[src/rtl/fft_pkg.sv]
// Constants and types shared by the FFT core, the output sorter and the result unpacker.
package fft_pkg;

    localparam int DW    = 17;
    localparam int N     = 32;
    localparam int LOG2N = 5;

    typedef logic signed [DW-1:0] sample_t;

    typedef enum logic {
        RD_IDLE = 1'b0,
        RD_SEND = 1'b1
    } rd_state_t;

endpackage

[src/rtl/result_bank.sv]
// One frame of storage: N real and N imaginary samples, single write port,
// combinational read of a real/imag pair at the same address.
module result_bank
    import fft_pkg::*;
(
    input  logic             clk,
    input  logic             i_wr_en,
    input  logic [LOG2N-1:0] i_wr_addr,
    input  logic             i_wr_sel_imag,
    input  sample_t          i_wr_data,
    input  logic [LOG2N-1:0] i_rd_addr,
    output sample_t          o_rd_re,
    output sample_t          o_rd_im
);

    sample_t r_re [N];
    sample_t r_im [N];

    // NOTE: storage has no reset; every entry is rewritten before its bank is marked full.
    always_ff @(posedge clk) begin
        if (i_wr_en) begin
            if (i_wr_sel_imag) begin
                r_im[i_wr_addr] <= i_wr_data;
            end else begin
                r_re[i_wr_addr] <= i_wr_data;
            end
        end
    end

    assign o_rd_re = r_re[i_rd_addr];
    assign o_rd_im = r_im[i_rd_addr];

endmodule

[src/rtl/result_unpacker.sv]
// Collects 32 real then 32 imaginary words per frame into one of two banks and
// replays them as complex samples over a valid/ready handshake.
module result_unpacker
    import fft_pkg::*;
(
    input  logic             clk,
    input  logic             rst,
    input  logic             seq,
    input  sample_t          answer,
    output logic             out_valid,
    input  logic             out_ready,
    output logic [LOG2N-1:0] out_idx,
    output sample_t          out_r,
    output sample_t          out_i,
    output logic             frame_done,
    output logic             overrun
);

    localparam logic [LOG2N:0]   LAST_WORD = (LOG2N+1)'(2*N-1);
    localparam logic [LOG2N-1:0] LAST_IDX  = LOG2N'(N-1);

    logic [LOG2N:0]   r_wr_cnt;
    logic             r_wr_bank;
    logic             r_drop;
    logic             r_overrun;
    logic [1:0]       r_full;
    rd_state_t        r_state;
    rd_state_t        w_state_nxt;
    logic             r_rd_bank;
    logic [LOG2N-1:0] r_rd_idx;

    logic             w_handshake;
    logic             w_release;
    logic             w_first;
    logic             w_last;
    logic             w_target_full;
    logic             w_drop;
    logic             w_wr_en;
    logic [1:0]       w_set_full;
    logic [1:0]       w_clr_full;
    sample_t          w_re [2];
    sample_t          w_im [2];

    assign w_handshake = out_valid && out_ready;
    assign w_release   = w_handshake && (r_rd_idx == LAST_IDX);
    assign w_first     = seq && (r_wr_cnt == '0);
    assign w_last      = seq && (r_wr_cnt == LAST_WORD);

    // A bank being released this very cycle is free for a frame starting now.
    assign w_target_full = r_full[r_wr_bank] && !(w_release && (r_rd_bank == r_wr_bank));
    assign w_drop        = (r_wr_cnt == '0) ? w_target_full : r_drop;
    assign w_wr_en       = seq && !w_drop;

    assign w_set_full = (w_last && !w_drop) ? (2'b01 << r_wr_bank) : 2'b00;
    assign w_clr_full = w_release ? (2'b01 << r_rd_bank) : 2'b00;

    // A dropped frame leaves the write pointer alone so banks stay in arrival order.
    // NOTE: all state below uses non-blocking assignments so every flop samples pre-edge values.
    always_ff @(posedge clk) begin
        if (rst) begin
            r_wr_cnt  <= '0;
            r_wr_bank <= 1'b0;
            r_drop    <= 1'b0;
            r_overrun <= 1'b0;
            r_full    <= 2'b00;
            r_rd_bank <= 1'b0;
            r_rd_idx  <= '0;
        end else begin
            if (seq) begin
                r_wr_cnt <= w_last ? '0 : r_wr_cnt + 1'b1;
                if (r_wr_cnt == '0) begin
                    r_drop <= w_target_full;
                end
                if (w_last && !w_drop) begin
                    r_wr_bank <= ~r_wr_bank;
                end
            end
            if (w_first && w_target_full) begin
                r_overrun <= 1'b1;
            end
            r_full <= (r_full & ~w_clr_full) | w_set_full;
            if (w_handshake) begin
                r_rd_idx <= w_release ? '0 : r_rd_idx + 1'b1;
            end
            if (w_release) begin
                r_rd_bank <= ~r_rd_bank;
            end
        end
    end

    always_ff @(posedge clk) begin
        if (rst) begin
            r_state <= RD_IDLE;
        end else begin
            r_state <= w_state_nxt;
        end
    end

    // NOTE: the default assignment first keeps this block free of inferred latches.
    always_comb begin
        w_state_nxt = r_state;
        case (r_state)
            RD_IDLE: begin
                if (r_full[r_rd_bank]) begin
                    w_state_nxt = RD_SEND;
                end
            end
            RD_SEND: begin
                if (w_release) begin
                    w_state_nxt = r_full[~r_rd_bank] ? RD_SEND : RD_IDLE;
                end
            end
            default: w_state_nxt = RD_IDLE;
        endcase
    end

    result_bank u_bank0 (
        .clk           (clk),
        .i_wr_en       (w_wr_en && (r_wr_bank == 1'b0)),
        .i_wr_addr     (r_wr_cnt[LOG2N-1:0]),
        .i_wr_sel_imag (r_wr_cnt[LOG2N]),
        .i_wr_data     (answer),
        .i_rd_addr     (r_rd_idx),
        .o_rd_re       (w_re[0]),
        .o_rd_im       (w_im[0])
    );

    result_bank u_bank1 (
        .clk           (clk),
        .i_wr_en       (w_wr_en && (r_wr_bank == 1'b1)),
        .i_wr_addr     (r_wr_cnt[LOG2N-1:0]),
        .i_wr_sel_imag (r_wr_cnt[LOG2N]),
        .i_wr_data     (answer),
        .i_rd_addr     (r_rd_idx),
        .o_rd_re       (w_re[1]),
        .o_rd_im       (w_im[1])
    );

    assign out_valid  = (r_state == RD_SEND);
    assign out_idx    = r_rd_idx;
    assign out_r      = out_valid ? w_re[r_rd_bank] : '0;
    assign out_i      = out_valid ? w_im[r_rd_bank] : '0;
    assign frame_done = w_release;
    assign overrun    = r_overrun;

endmodule

[config.mk]
export PLATFORM = sky130hd
export DESIGN_NAME = result_unpacker
export DESIGN_NICKNAME = d
export VERILOG_FILES = /design/src/rtl/fft_pkg.sv /design/src/rtl/result_bank.sv /design/src/rtl/result_unpacker.sv
export SDC_FILE = /design/constraint.sdc
export NUM_CORES = 2
export LEC_CHECK = 0
export CORE_MARGIN = 4
export CORE_UTILIZATION = 56
export CTS_CLUSTER_DIAMETER = 150
export CTS_CLUSTER_SIZE = 28
export DETAILED_ROUTE_END_ITERATION = 8
export PLACE_DENSITY = 0.69
export SLEW_MARGIN = 20
export SYNTH_ARGS = -nofsm -noshare
export SYNTH_HDL_FRONTEND = slang
export SYNTH_SLANG_ARGS = --single-unit
[constraint.sdc]
create_clock -name clk -period 8.5 [get_ports clk]
set_clock_uncertainty 0.2 [all_clocks]
set_input_delay 1.7 -clock clk [delete_from_list [all_inputs] [get_ports clk]]
set_output_delay 1.7 -clock clk [all_outputs]
set_load 0.02 [all_outputs]
==> impl_metrics.ini <==
[drt]
routed.top_layer = met4
drt-initial-drc-count = 6353
met3_length_mm = 23.34
vias = 41730
wl_mm = 220.9
wl_per_cell_um = 36.42
first_pass_iters = 6
viasPerCell = 6.881
routedLengthMet1_mm = 84.55
wl_met2_mm = 105.1
final_antenna_net_count = 0
drc = 0

[synth]
ys.flop_type = edfxtp_1
syn_avg_cell_area_um2 = 21.92
synth_commonest_cells = 2176 x edfxtp_1, 546 x mux4_2, 182 x nand2_1
ys_warn_count = 0
yosysTopAreaCell = edfxtp_1
synth_top_area_frac = 0.7699
async_reset_ff_frac = 0
synth_area_leaders = edfxtp_1 77%, mux4_2 14%, mux2i_1 1.5%
yosysMostFrequentCell = edfxtp_1
yosysUniqueCellTypes = 59
netlist_area_um2 = 84870
syn_nets = 3899
synth_edf_count = 2176
ys_seq_area_frac = 0.7754
ys_ff_latch = 2199
syn_inst = 3872

[clocking]
cts_hold_buf = 0
htreeDepth = 3
cts_resized = 0
cts_tree = yes
path_clk_slew_ns = 0.11
clkLatencyLatePin_ns = 0.76
cts.sinks = 2199
clk_path_buf_depth = 3
post_cts_buffers = 0
root_buffer = clkbuf_16
cts_made_buffers = 88

[setup_path]
crit_buf_inv = 3
critPathTopFamily = buffers and inverters
worst_setup_path_start_kind = flop
critPathSlowestCell = dfxtp_4
crit_arrival_ns = 5.14
rrSetupSlack_ns = 4.15
crit_required_ns = 6.60
path_cells = buf_12, buf_4, nand2b_1, o22ai_1, a311oi_1, a2111oi_1, a311oi_1, clkdlybuf4s50_1
path_common_cell = a311oi_1
reg2reg_depth = 7
endpoint_kind = output pin
worstPathMaxFanout = 38
cp.depth = 8
slowest_delay_ns = 0.95
crit_type = flop to output pin

[sta]
worst_pin_slew_ns = 1.264
finalSetupViolCount = 0
finalHoldViolCount = 0
fin_crit_sh = 0.8286
hold_slack_ns = 0.3398
period_needed_ns = 7.043
fin_setup_tns_ns = 0
timing.slew.headroom = 0.1559
rsz0062_at_grt = no
final_max_slew_viol_count = 0
fmaxAchievable_mhz = 142.0

[floorplan]
start_util = 0.5653
dieArea_um2 = 157800
die_h_um = 397.3
core_um2 = 150100
std_cell_rows = 142
die_w_um = 397.3
ioPinCount = 63

[final_layout]
final_nets = 4024
final_cells = 6065
areaGrowthSynthToFinish_pct = 7.644
fillers = 10350
post-route-util = 0.6085
drive_gt1_frac = 0.2546

[run]
max_cap_viol_count = 0

[run_status]
status = finished clean

[pwr]
p_switching_uw = 3356
p_int_uw = 13950
p_leak_uw = 0.02695
p_clk_frac = 0.298
power.total_uw = 17310
seqPwrFrac = 0.688
vdd_drop_max_mv = 0.1453
pwr-share-comb = 0.014
switching_share = 0.1939
p_per_area_nw_per_um2 = 189.4

[placement]
place.gp.congestion = 0.8659
numPortBuffers = 62
placed_cells = 5923
hpwl_mm = 128.3

[min_path]
whs_path_depth = 2
min_path_type = flop to flop

[global_route]
antenna_found_initial = 5
grt_use_total = 0.2829
grt_max_degree = 113
grt_overflow = 0
grt_first_pass_wirelength_mm = 312.6
grt_pass1_vias = 40310
==> logic make-up after synthesis <==
family	count (synthesis)	share of synthesized area
adder cells (fa/ha/maj)	6	0.0008845
buffers and inverters	227	0.01462
flip-flops	2199	0.7754
multiplexers	702	0.1637
AO/OA/AOI/OAI	256	0.02111
AND/OR/NAND/NOR	477	0.02377
XOR/XNOR	5	0.0005161
==> path summary, 6_finish.rpt <==
kind         startpoint                   to
min reg2reg      r_drop               r_drop
min              r_drop               r_drop
max                flop             out_i[3]
max reg2reg   out_valid  u_bank1.r_re[15][5]
==> cell type report <==
cell class | instances | area (µm²) | share of cell area
tap | 2016 | 2522 | 0.02761
clock inverter | 4 | 42.54 | 0.0004657
multi-input combinational | 1446 | 18300 | 0.2003
sequential | 2199 | 65820 | 0.7205
timing repair buffer | 251 | 2176 | 0.02382
antenna | 3 | 7.507 | 0.00008217
clock buffer | 135 | 2442 | 0.02673
inverter | 11 | 45.04 | 0.0004930
==> cell usage in the layout (no fill, tap or decap), types with 18 or more instances in the layout <==
cell type,instances
nand3_1,55
clkbuf_16,91
dfxtp_1,18
mux2i_1,125
buf_4,191
nor2b_1,19
clkdlybuf4s50_1,45
nor2_4,25
nand2_1,180
o21ai_0,25
clkbuf_1,44
mux4_2,546
nor2_2,105
a21oi_1,50
a22oi_1,53
edfxtp_1,2176
a32oi_1,19
mux2_2,31
nor2_1,44
==> sequential cells by signal, summed over array words and instances, names as in the netlist, named ones only <==
signal / flops
out_idx: 5
out_valid: 1
overrun: 1
r_drop: 1
r_full: 2
r_rd_bank: 1
r_wr_bank: 1
r_wr_cnt: 6
u_bank0.r_im: 544
u_bank0.r_re: 544
u_bank1.r_im: 544
u_bank1.r_re: 544
==> layer usage <==
layer	global-route usage	vias to the layer above
met3	0.05051	361
met4	0.08188	0
met5	0	-
met2	0.4382	2589
met1	0.4221	22440
li1	-	16340
==> stage by stage <==
step           cell area [µm²]  worst slack [ns]
2_1_floorplan            84870             4.398
3_3_place_gp             88840             2.088
3_5_place_dp             88860             2.263
4_1_cts                  91340             1.417
5_1_grt                  91350             1.175
6_report                 91360             1.457
==> worst reg2reg max path: stages (launching register included) <==
cell and delay (ns):
dfxtp_1 1.04, buf_4 0.36, nand3_1 0.47, o21ai_0 0.53, o211ai_1 0.13, buf_4 0.31
nor2_2 0.65, buf_4 0.35
==> power by group through the flow <==
stage | combinational (µW) | sequential [µW] | clock, µW
global placement | 227 | 12200 | 0
global route | 255 | 11900 | 5630
CTS | 237 | 11900 | 5220
floorplan | 31.0 | 12200 | 0
finish | 239 | 11900 | 5160
detailed placement | 238 | 12200 | 0
Note: power is estimated with default switching activity, not from simulation.
